===== config.mk =====
export PLATFORM = sky130hd
export DESIGN_NAME = prog_loader
export DESIGN_NICKNAME = d
export VERILOG_FILES = /design/src/rtl/prog_loader.sv
export SDC_FILE = /design/constraint.sdc
export NUM_CORES = 1
export LEC_CHECK = 0
export CORE_ASPECT_RATIO = 1.2
export CORE_MARGIN = 2
export CORE_UTILIZATION = 31
export CTS_CLUSTER_SIZE = 10
export DETAILED_ROUTE_END_ITERATION = 6
export GPL_ROUTABILITY_DRIVEN = 0
export HOLD_SLACK_MARGIN = 0.1
export MAX_ROUTING_LAYER = met4
export PLACE_DENSITY = 0.58
export SYNTH_ARGS = -nofsm -noshare
export SYNTH_HDL_FRONTEND = slang
export SYNTH_SLANG_ARGS = --single-unit

===== constraint.sdc =====
create_clock -name CLK -period 2.25 [get_ports CLK]
set_input_delay 0.45 -clock CLK [delete_from_list [all_inputs] [get_ports CLK]]
set_output_delay 0.45 -clock CLK [all_outputs]
set_load 0.05 [all_outputs]

===== src/rtl/prog_loader.sv =====
// Host-side program loader: streams instruction words into instruction memory,
// holds the processor in init while loading, then runs it and times it until halt.
module prog_loader #(
  parameter int IW           = 9,
  parameter int AW           = 10,
  parameter int CW           = 16,
  parameter int START_CYCLES = 2
) (
  input  logic          CLK,
  input  logic          reset_n,
  input  logic          go,
  input  logic          in_valid,
  output logic          in_ready,
  input  logic [IW-1:0] in_data,
  input  logic          in_last,
  output logic          im_we,
  output logic [AW-1:0] im_addr,
  output logic [IW-1:0] im_wdata,
  output logic          cpu_start,
  input  logic          cpu_halt,
  input  logic [CW-1:0] max_cycles,
  output logic          busy,
  output logic          done,
  output logic          timeout,
  output logic          overflow,
  output logic [CW-1:0] cycles,
  output logic [2:0]    dbg_state
);

  // Stream handshake: a word transfers on a rising CLK edge where in_valid and
  // in_ready are both high; in_ready is a pure function of state and never
  // depends on in_valid, and in_data/in_last are only sampled on a transfer.

  typedef enum logic [2:0] {
    S_IDLE  = 3'd0,
    S_LOAD  = 3'd1,
    S_START = 3'd2,
    S_RUN   = 3'd3,
    S_DONE  = 3'd4
  } state_t;

  localparam int SCW = (START_CYCLES > 1) ? $clog2(START_CYCLES) : 1;
  localparam logic [SCW-1:0] START_LAST = SCW'((START_CYCLES > 0) ? START_CYCLES - 1 : 0);
  localparam logic [AW-1:0]  PTR_MAX    = '1;
  localparam logic [CW-1:0]  CYC_MAX    = '1;

  state_t         state_q, state_d;
  logic [AW-1:0]  ptr_q, ptr_d;
  logic           we_q, we_d;
  logic [AW-1:0]  addr_q, addr_d;
  logic [IW-1:0]  wdata_q, wdata_d;
  logic [SCW-1:0] scnt_q, scnt_d;
  logic [CW-1:0]  cycles_q, cycles_d;
  logic           timeout_q, timeout_d;
  logic           overflow_q, overflow_d;
  logic           busy_q, busy_d;
  logic           done_q, done_d;

  always_comb begin
    state_d    = state_q;
    ptr_d      = ptr_q;
    we_d       = 1'b0;
    addr_d     = addr_q;
    wdata_d    = wdata_q;
    scnt_d     = scnt_q;
    cycles_d   = cycles_q;
    timeout_d  = timeout_q;
    overflow_d = overflow_q;

    case (state_q)
      S_IDLE, S_DONE: begin
        if (go) begin
          state_d    = S_LOAD;
          ptr_d      = '0;
          cycles_d   = '0;
          timeout_d  = 1'b0;
          overflow_d = 1'b0;
        end
      end
      S_LOAD: begin
        if (in_valid) begin
          we_d    = 1'b1;
          addr_d  = ptr_q;
          wdata_d = in_data;
          // The pointer never wraps: the top address ends the load even without in_last.
          if (in_last || (ptr_q == PTR_MAX)) begin
            state_d    = S_START;
            scnt_d     = '0;
            overflow_d = !in_last;
          end else begin
            ptr_d = ptr_q + 1'b1;
          end
        end
      end
      S_START: begin
        if (scnt_q == START_LAST) begin
          state_d  = S_RUN;
          cycles_d = '0;
        end else begin
          scnt_d = scnt_q + 1'b1;
        end
      end
      S_RUN: begin
        // Halt takes priority over a coincident timeout and freezes the count.
        if (cpu_halt) begin
          state_d = S_DONE;
        end else if ((max_cycles != '0) && (cycles_q == max_cycles)) begin
          state_d   = S_DONE;
          timeout_d = 1'b1;
        end else if (cycles_q != CYC_MAX) begin
          cycles_d = cycles_q + 1'b1;
        end
      end
      default: state_d = S_IDLE;
    endcase

    busy_d = (state_d == S_LOAD) || (state_d == S_START) || (state_d == S_RUN);
    done_d = (state_d == S_DONE);
  end

  always_ff @(posedge CLK or negedge reset_n) begin
    if (!reset_n) begin
      state_q    <= S_IDLE;
      ptr_q      <= '0;
      we_q       <= 1'b0;
      addr_q     <= '0;
      wdata_q    <= '0;
      scnt_q     <= '0;
      cycles_q   <= '0;
      timeout_q  <= 1'b0;
      overflow_q <= 1'b0;
      busy_q     <= 1'b0;
      done_q     <= 1'b0;
    end else begin
      state_q    <= state_d;
      ptr_q      <= ptr_d;
      we_q       <= we_d;
      addr_q     <= addr_d;
      wdata_q    <= wdata_d;
      scnt_q     <= scnt_d;
      cycles_q   <= cycles_d;
      timeout_q  <= timeout_d;
      overflow_q <= overflow_d;
      busy_q     <= busy_d;
      done_q     <= done_d;
    end
  end

  assign in_ready  = (state_q == S_LOAD);
  assign cpu_start = (state_q != S_RUN) && (state_q != S_DONE);
  assign im_we     = we_q;
  assign im_addr   = addr_q;
  assign im_wdata  = wdata_q;
  assign busy      = busy_q;
  assign done      = done_q;
  assign timeout   = timeout_q;
  assign overflow  = overflow_q;
  assign cycles    = cycles_q;
  assign dbg_state = state_q;

endmodule


==> results.md <==
* Count of inserted antenna diode cells at 0
* Clock skew at 0.00474 ns
* DRC violation count after routing at 0
* Post-Synthesis Mean Instance Area at 10.3 um^2
* Number of max-slew violations in the final report at 0
* Gate count after technology mapping at 267
* Remaining global-route overflow at 0
* Vert. Die Dim at 107 um
* Worst setup slack after layout at 0.0940 ns
* Achievable clock frequency at 464 MHz
* Most area-hungry cell type in the Yosys netlist: sky130_fd_sc_hd__dfrtp_1
* Number of nets still failing antenna checks after routing at 0
* Clock insertion delay at the later pin of the skew report at 0.31 ns
* Initial core utilization at 32.0%
* Total setup violations reported at the end of the flow at 0
* Clock transition at the registers of the reported paths at 0.10 ns
* Area share of the leading cell type in the synthesized netlist at 49.1%
* Outcome: complete, no violations
* Number of global-route vias before repair at 2587
* Core Box Area at 8610 um^2
* Part of the Yosys area used for sequential elements at 49.1%
* Post-synth top flop: sky130_fd_sc_hd__dfrtp_1
* Worst hold-check slack at 0.508 ns
* Count of port buffers added during placement at 75
* Number of top-level pins at 76
* Top cells by area, synth: sky130_fd_sc_hd__dfrtp_1 49%, sky130_fd_sc_hd__mux2_2 7.8%, sky130_fd_sc_hd__xor2_1 4.1%
* Most common cell after layout, fill and taps aside: sky130_fd_sc_hd__clkdlybuf4s50_1
* Std cell rows at 37
* Number of enable-type register cells in the synthesized netlist at 0
* Horizontal die dimension at 90 um
* Die Outline Area at 9650 um^2
* Data required time of the critical path at 2.49 ns
* Highest net fanout along the worst path at 11
* Antenna violations before repair at 0
* CTS tree: built
* Setup TNS after final layout at 0 ns
* Ratio of cells with drive above 1 in the final layout at 25.4%
* Number of warnings reported in the yosys synthesis log at 0
* Number of vias per cell at 4.95
* Number of nets in the final layout at 421
* Kind of end point of the critical path: register
* Shortest clock period the worst path allows after layout at 2.16 ns
* Distinct cells, synth at 40
* Starting DRT DRC Count at 94
* Part of the cycle the worst path needs at 95.8%
* Arrival time of data at the critical path endpoint at 2.39 ns
* Layout overhead on the synthesized area at 50.9%
* Commonest non-fill, non-tap cells in the layout: 70 x sky130_fd_sc_hd__clkdlybuf4s50_1, 46 x sky130_fd_sc_hd__dfrtp_1, 45 x sky130_fd_sc_hd__buf_4, 20 x sky130_fd_sc_hd__o21ai_0
* Worst Path Class, Setup: in2reg
* Post-Place Cells at 495
* Clock tree buffer depth at 2
* Power density over the cells at 991 nW/um^2
* Peak supply drop at 0.000304 V
* Detail Placement HPWL at 5.63 mm
* Static Leak at 0.00175 uW
* Element type at the critical path start: input pin
* Global-route wire length before repair at 12.3 mm
* All-layer global routing usage at 16.2%
* Cell at the root of the clock tree: sky130_fd_sc_hd__clkbuf_8
* Clk sink count at 54
* Worst setup slack before clock tree synthesis at -0.344 ns
* Endpoints failing hold at 0
* HP Class: reg2reg
* Relative slew margins at 65.2%
* FFs w/ async S/R, synth at 100%
* Synth Cell Area at 2750 um^2
* H-tree depth reported by CTS at 2
* Post-synthesis register bit count at 54
* Max-cap violations at 0
* First-pass iteration count of the detailed router at 4
* Pin count of the biggest net entering global routing at 37
* Routed wire length at 7.41 mm
* Pin slew with the least headroom to its limit at 0.521 ns
* Post-detailed-route wirelength per cell at 14.6 um
* Core occupancy in the finished layout at 48.2%
* Final cell count without fillers at 506
* Via count at 2503
* Post-synth net total at 300
* Clock buffer count from CTS at 5
## where the power goes
part | internal, uW | switching, uW | total, uW | leakage [uW]
logic | 876 | 1250 | 2120 | 0.000983
registers | 1160 | 156 | 1320 | 0.000708
clock network | 340 | 337 | 677 | 0.0000591
total | 2380 | 1740 | 4120 | 0.00175
## registers in the layout, summed over array words and instances (netlist names)
name	flops
busy	1
cycles	16
dbg_state	3
done	1
im_addr	10
im_wdata	9
im_we	1
overflow	1
ptr_q	10
scnt_q	1
timeout	1
## worst paths after layout
kind	from	end	slack [ns]	depth (start not counted)
max in group asynchronous	reset_n	cycles[0]$_DFFE_PN0P_	1.07	3
worst min register to register	timeout$_DFFE_PN0P_	timeout$_DFFE_PN0P_	0.51	2
min in group asynchronous	reset_n	cycles[15]$_DFFE_PN0P_	0.62	2
worst max register to register	dbg_state[2]$_DFF_PN0_	cycles[3]$_DFFE_PN0P_	0.12	7
worst max-delay path	max_cycles[14]	cycles[3]$_DFFE_PN0P_	0.09	8
worst min-delay path	timeout$_DFFE_PN0P_	timeout$_DFFE_PN0P_	0.51	2
## repair_timing
action,4_1_cts,5_1_grt
resized for setup,1,6
endpoints found under the hold margin,18,0
pin swaps,0,3
cloned,0,1
hold buffers,1,0
buffers inserted,0,1
endpoints found under the setup margin,1,12
## worst max-delay path, cell delays in order
cell and delay [ns]:
sky130_fd_sc_hd__clkdlybuf4s50_1 0.45, sky130_fd_sc_hd__nor4_2 0.31, sky130_fd_sc_hd__nand4_1 0.11, sky130_fd_sc_hd__and3_4 0.18, sky130_fd_sc_hd__a21bo_4 0.25, sky130_fd_sc_hd__buf_12 0.14, sky130_fd_sc_hd__or3_1 0.34, sky130_fd_sc_hd__a21oi_1 0.16
## synthesized netlist by cell type (2+ instances only)
cell and count:
sky130_fd_sc_hd__and2_1 2, sky130_fd_sc_hd__clkbuf_1 3, sky130_fd_sc_hd__o31ai_1 6, sky130_fd_sc_hd__mux2_2 19, sky130_fd_sc_hd__nor2_1 18, sky130_fd_sc_hd__buf_2 2, sky130_fd_sc_hd__or2_2 2, sky130_fd_sc_hd__or3_1 12
sky130_fd_sc_hd__xor2_1 13, sky130_fd_sc_hd__inv_1 7, sky130_fd_sc_hd__nor3_1 6, sky130_fd_sc_hd__nand4_1 8, sky130_fd_sc_hd__dfrtp_1 54, sky130_fd_sc_hd__or4_1 5, sky130_fd_sc_hd__nor4_1 6, sky130_fd_sc_hd__a21oi_1 17
sky130_fd_sc_hd__ha_1 2, sky130_fd_sc_hd__buf_6 2, sky130_fd_sc_hd__and3_1 4, sky130_fd_sc_hd__nand3_1 11, sky130_fd_sc_hd__nand2_1 20, sky130_fd_sc_hd__xnor2_1 10, sky130_fd_sc_hd__nor3b_4 2, sky130_fd_sc_hd__o21ai_0 20
## per-stage QoR
step	area [um^2]	power, uW
6_report	4150	4120
5_1_grt	4150	4320
4_1_cts	4110	4120
3_5_place_dp	3980	3420
3_3_place_gp	3980	3390
2_1_floorplan	2780	2620
## cells by family (layout without fill, tap and decap cells)
kind of cell,after synthesis,in the layout,share of synthesized area [%]
multiplexers,20,20,8.14
AO/OA/AOI/OAI,50,51,10.9
adder cells (fa/ha/maj),2,2,0.909
buffers and inverters,16,137,3.00
XOR/XNOR,23,23,7.32
flip-flops,54,54,49.1
AND/OR/NAND/NOR,102,102,20.6
## per-layer routing
metal / track usage, % / up-vias / wire length, um
li1: - / 1204 / -
met1: 18.7 / 1212 / 3200
met2: 28.7 / 78 / 3790
met3: 2.88 / 9 / 298
met4: 5.16 / 0 / 113
met5: - / - / 0
## final cells by class
type | instances | area (um^2)
clock buffer | 5 | 68.8
sequential | 54 | 1360
clock inverter | 3 | 47.5
multi-input combinational | 198 | 1360
tap | 117 | 146
fill | 838 | 4460
inverter | 7 | 26.3
timing repair buffer | 122 | 1150
(Power assumes the default switching activity.)
==> edit 1: new RTL, config.mk and constraints unchanged <==
`START_CYCLES`: 2 -> 4.
--- a/src/rtl/prog_loader.sv
+++ b/src/rtl/prog_loader.sv
@@ -5,5 +5,5 @@
   parameter int AW           = 10,
   parameter int CW           = 16,
-  parameter int START_CYCLES = 2
+  parameter int START_CYCLES = 4
 ) (
   input  logic          CLK,
Behaviour: not the same (a bounded check fails within 10 cycles, from zero or initial values and one cycle with reset_n low).
==> edit 1 against the unedited design <==
Synthesized cell count is 16% higher. Combinational power is 19% lower. Clock skew is 2.7 ps higher. Final area is 4.2% lower. Routed wire length is 1.8% lower. Via count is 4.2% higher. Total power is 14% lower. Sequential cell count is 1 higher. Sequential power hardly changed. Area after synthesis is 2.5% higher. Worst setup slack worse by 18 ps. Core utilization is 3.7 points lower. Largest power group unchanged. Die area is 2.4% higher. Fmax is 0.81% lower.
==> edit 1: results (changes against the unedited design) <==
[status]
status = finished clean  ; unchanged

[global_routing]
grtUsageMet1_pct = 19.8  ; was 18.7%
grt_usage_pct = 15.8  ; was 16.2%
met2_usage_pct = 26.0  ; was 28.7%
grt_max_degree = 56  ; was 37
grt_pass1_wl_mm = 12.2  ; was 12.3 mm

[logic_synthesis]
ys_seq_area_share_pct = 48.8  ; was 49.1%
synth_fa_ha_area_share_pct = 1.33  ; was 0.910%
synth-xor-area-share_pct = 7.46  ; was 7.32%
synthMuxAreaShare_pct = 0.399  ; was 8.14%

[critical_path]
critPathArrivalTime_ps = 1720  ; was 2390 ps
crit_path_start = cycles[6]  ; was max_cycles[14]
max_stage_delay_ps = 880  ; was 450 ps
crit_fanout = 7  ; was 11
crit_family = buffers and inverters  ; was simple AND/OR/NAND/NOR gates

[pwr]
cellPowerDensity_nw_per_um2 = 894  ; was 991 nW/um^2
swShare_pct = 44.0  ; was 42.2%
peakVddDrop_v = 0.000290  ; was 0.000304 V

[timing]
relSlewSlack_pct = 64.4  ; was 65.2%
whs_ps = 126  ; was 508 ps
max_freq_ghz = 0.460  ; was 0.464 GHz

[placed_design]
dpl.hpwl_mm = 5.45  ; was 5.63 mm
place_area_um2 = 3880  ; was 3980 um^2
dp_slack_ps = -218  ; was -344 ps
dp.cells = 514  ; was 495

[cells_and_area]
layout-drive-gt1-share_pct = 12.4  ; was 25.4%
final_cells = 522  ; was 506

[route]
met3_length_um = 407  ; was 298 um
vias = 2609  ; was 2503
wirelength_met1_mm = 3.29  ; was 3.20 mm
drt_iter0_drc = 99  ; was 94
dr_wl_met2_mm = 3.49  ; was 3.79 mm
routed_wl_mm = 7.27  ; was 7.41 mm

[hold_path]
min_path_type = primary input to asynchronous set/reset pin  ; was register to register

[edit 1: cell types whose count changed after synthesis, sizes merged, moves of 3 or more]
cell    before  now
or3         12    9
and3         4    7
xor2        13   22
nand2       20   76
clkbuf       4   10
buf          5    2
nor3         6    1
mux2        19    1
xnor2       10    2
nor4         6    9
o21ai       20   15
inv          7    4
nand4        8   11
[edit 1: cell type report]
type	count	area [um^2]	area share, %
well taps	120	150	3.77
clock buffers	7	76.3	1.92
repair buffers	97	943	23.7
flip-flops and latches	55	1380	34.7
multi-input cells	238	1410	35.3
inverters	4	15.0	0.377
clock inverters	1	5.00	0.126
[edit 1: worst paths after layout]
kind | endpoint | depth (start not counted)
setup / recovery | cycles[6] | 1
hold / removal | im_addr[4] | 2
setup reg to reg | cycles[15] | 6
hold reg to reg | im_addr[7] | 2
max in group asynchronous | dbg_state[0] | 2
min in group CLK | im_addr[7] | 2
==> edit 2: new RTL, config.mk and constraints unchanged <==
Without the edit above. Make the reset (`reset_n`) synchronous in one clocked block.
--- a/src/rtl/prog_loader.sv
+++ b/src/rtl/prog_loader.sv
@@ -119,5 +119,5 @@
   end
 
-  always_ff @(posedge CLK or negedge reset_n) begin
+  always_ff @(posedge CLK) begin
     if (!reset_n) begin
       state_q    <= S_IDLE;
Behaviour: differs if reset_n is asserted again (counterexample within 4 cycles, from zero or initial values and one cycle with reset_n low); with reset_n held inactive, the same outputs for 10 cycles.
==> edit 2 against the unedited design <==
Register-to-register slack better by 40 ps. Count of clock-buffer cells in the layout unchanged. Global-route usage is 0.11 points higher. Worst setup slack worse by 43 ps. Area after synthesis decreased by 4.5%. Routed wire length fell by 1.6%. Sequential cell count unchanged. Worst hold slack got worse by 42 ps. Final area shrank 5.7%. Largest cell class is now multi-input combinational cells. Core utilization decreased by 0.47 points.
Power is not compared: it rests on default switching activity, and its combinational part moved more than twofold at a synthesized area within 25%.
==> edit 2: results (changes against the unedited design) <==
[status]
status = finished clean  ; unchanged

[critical_path]
critPathArrivalTime_ps = 2440  ; was 2390 ps
crit_path_start = go  ; was max_cycles[14]
reg2reg_to = cycles[3]  ; unchanged
reg2reg_depth = 7  ; unchanged
reg2reg_from = cycles[7]  ; was dbg_state[2]
max_stage_delay_ps = 490  ; was 450 ps
r2r_setup_slack_ps = 160  ; was 120 ps

[logic_synthesis]
synth_commonest_cells = nand2_1, dfxtp_1, a21boi_0  ; was dfrtp_1, nand2_1, o21ai_0
ys_types = 43  ; was 40
ys_seq_area_share_pct = 41.1  ; was 49.1%
synth.top_cells.by_area = dfxtp_1, nand2_1, xor2_1  ; was dfrtp_1, mux2_2, xor2_1
ys_warn_count = 0  ; unchanged
syn_nets = 350  ; was 300
async_reset_ff_share_pct = 0  ; was 100%

[global_routing]
overflow = 0  ; unchanged
grt_pass1_vias = 2511  ; was 2587
grt_pass1_wl_mm = 11.9  ; was 12.3 mm
grt_usage_pct = 16.3  ; was 16.2%
grt_max_degree = 23  ; was 37

[hold_path]
hold_end = im_addr[4]  ; was timeout
min_path_type = register to register  ; unchanged
whs_path_depth = 2  ; unchanged
hp-start = im_addr[4]  ; was timeout

[cells_and_area]
final_net_count = 448  ; was 421
nFillCells = 846  ; was 838
largest_reg_flops = 16  ; unchanged
layout-drive-gt1-share_pct = 15.6  ; was 25.4%

[timing]
relSlewSlack_pct = 64.9  ; was 65.2%
fin_skew_ps = 8.56  ; was 4.74 ps

[route]
drt_iter0_drc = 116  ; was 94
drtPass1Iterations = 4  ; unchanged
routed_wl_mm = 7.29  ; was 7.41 mm
vias_per_cell = 4.99  ; was 4.95

[cts]
clkLatencyLatePin_ps = 310  ; about the same
cts.clk_slew.worst_paths_ps = 110
ctsHtreeMaxLevel = 2  ; unchanged
clockBufferDepth = 2  ; unchanged

[pwr]
peakVddDrop_v = 0.000266
leakage_uw = 0.00137

[placed_design]
dpl.hpwl_mm = 5.37  ; was 5.63 mm
dp_slack_ps = -350  ; was -344 ps

==> edit 2: cell types whose count changed in the layout (fill, tap and decap cells not counted), moves of 8 or more <==
cell      delta
dfrtp_2      -8
dfrtp_1     -46
buf_4       -15
nand2_1     +36
dfxtp_1     +47
a21boi_0    +20
mux2_2      -19
==> edit 2: power groups by stage <==
stage          registers [uW]  logic (uW)  clock network, uW
6_report                  996         401                584
5_1_grt                  1000         428                645
4_1_cts                   996         389                611
3_5_place_dp             1020         382                  0
3_3_place_gp             1020         380                  0
2_1_floorplan            1070         154                  0
==> edit 2: per-layer routing <==
metal / up-vias / track usage (%) / routed length [um]
li1: 1323 / - / -
met1: 1241 / 20.7 / 3250
met2: 71 / 26.5 / 3630
met3: 10 / 2.45 / 289
met4: 0 / 4.98 / 121
met5: - / - / 0
==> edit 2: what timing repair did <==
item,4_1_cts,5_1_grt
endpoints found under the setup margin,8,17
gates cloned,1,1
setup buffers,0,1
pin swaps,1,1
gates resized for setup,1,14
==> edit 2: worst max-delay path by stage <==
stage,end,slack (ps),depth (start not counted)
global route,cycles[3],-10,7
floorplan,cycles[0],10,8
CTS,cycles[13],10,7
detailed placement,cycles[5],-350,8
global placement,cycles[3],-330,8
finish,cycles[5],50,8
==> edit 2: area by class of cell <==
type	count	area share, %
clock buffers	5	1.76
clock inverters	3	0.735
inverters	3	0.288
multi-input cells	246	40.2
flip-flops and latches	54	27.9
well taps	114	3.64
repair buffers	105	25.5
==> edit 2: per-stage QoR <==
step / setup TNS [ps] / hold WS, ps / instances / utilization (%) / cell area, um^2
floorplan: 0 / 462 / 317 / - / 2650
global placement: -5190 / 449 / 519 / 45.2 / 3700
detailed placement: -5750 / 456 / 519 / 45.2 / 3700
CTS: 0 / 472 / 528 / 46.6 / 3820
global route: -11.2 / 500 / 530 / 47.8 / 3920
finish: 0 / 467 / 530 / 47.8 / 3920
==> edit 2: logic make-up after synthesis <==
logic type	count (synthesis)	share of synthesized area [%]
adder cells (fa/ha/maj)	2	0.952
AO/OA/AOI/OAI	74	19.0
flip-flops	54	41.1
XOR/XNOR	25	8.33
AND/OR/NAND/NOR	143	27.1
buffers and inverters	19	3.48
==> edit 2: critical path: cells and delay by family <==
family                 cells  cell delay, ps
AOI/OAI and AO/OA          4             620
buffers and inverters      2             650
and+or+nand+nor            2             720
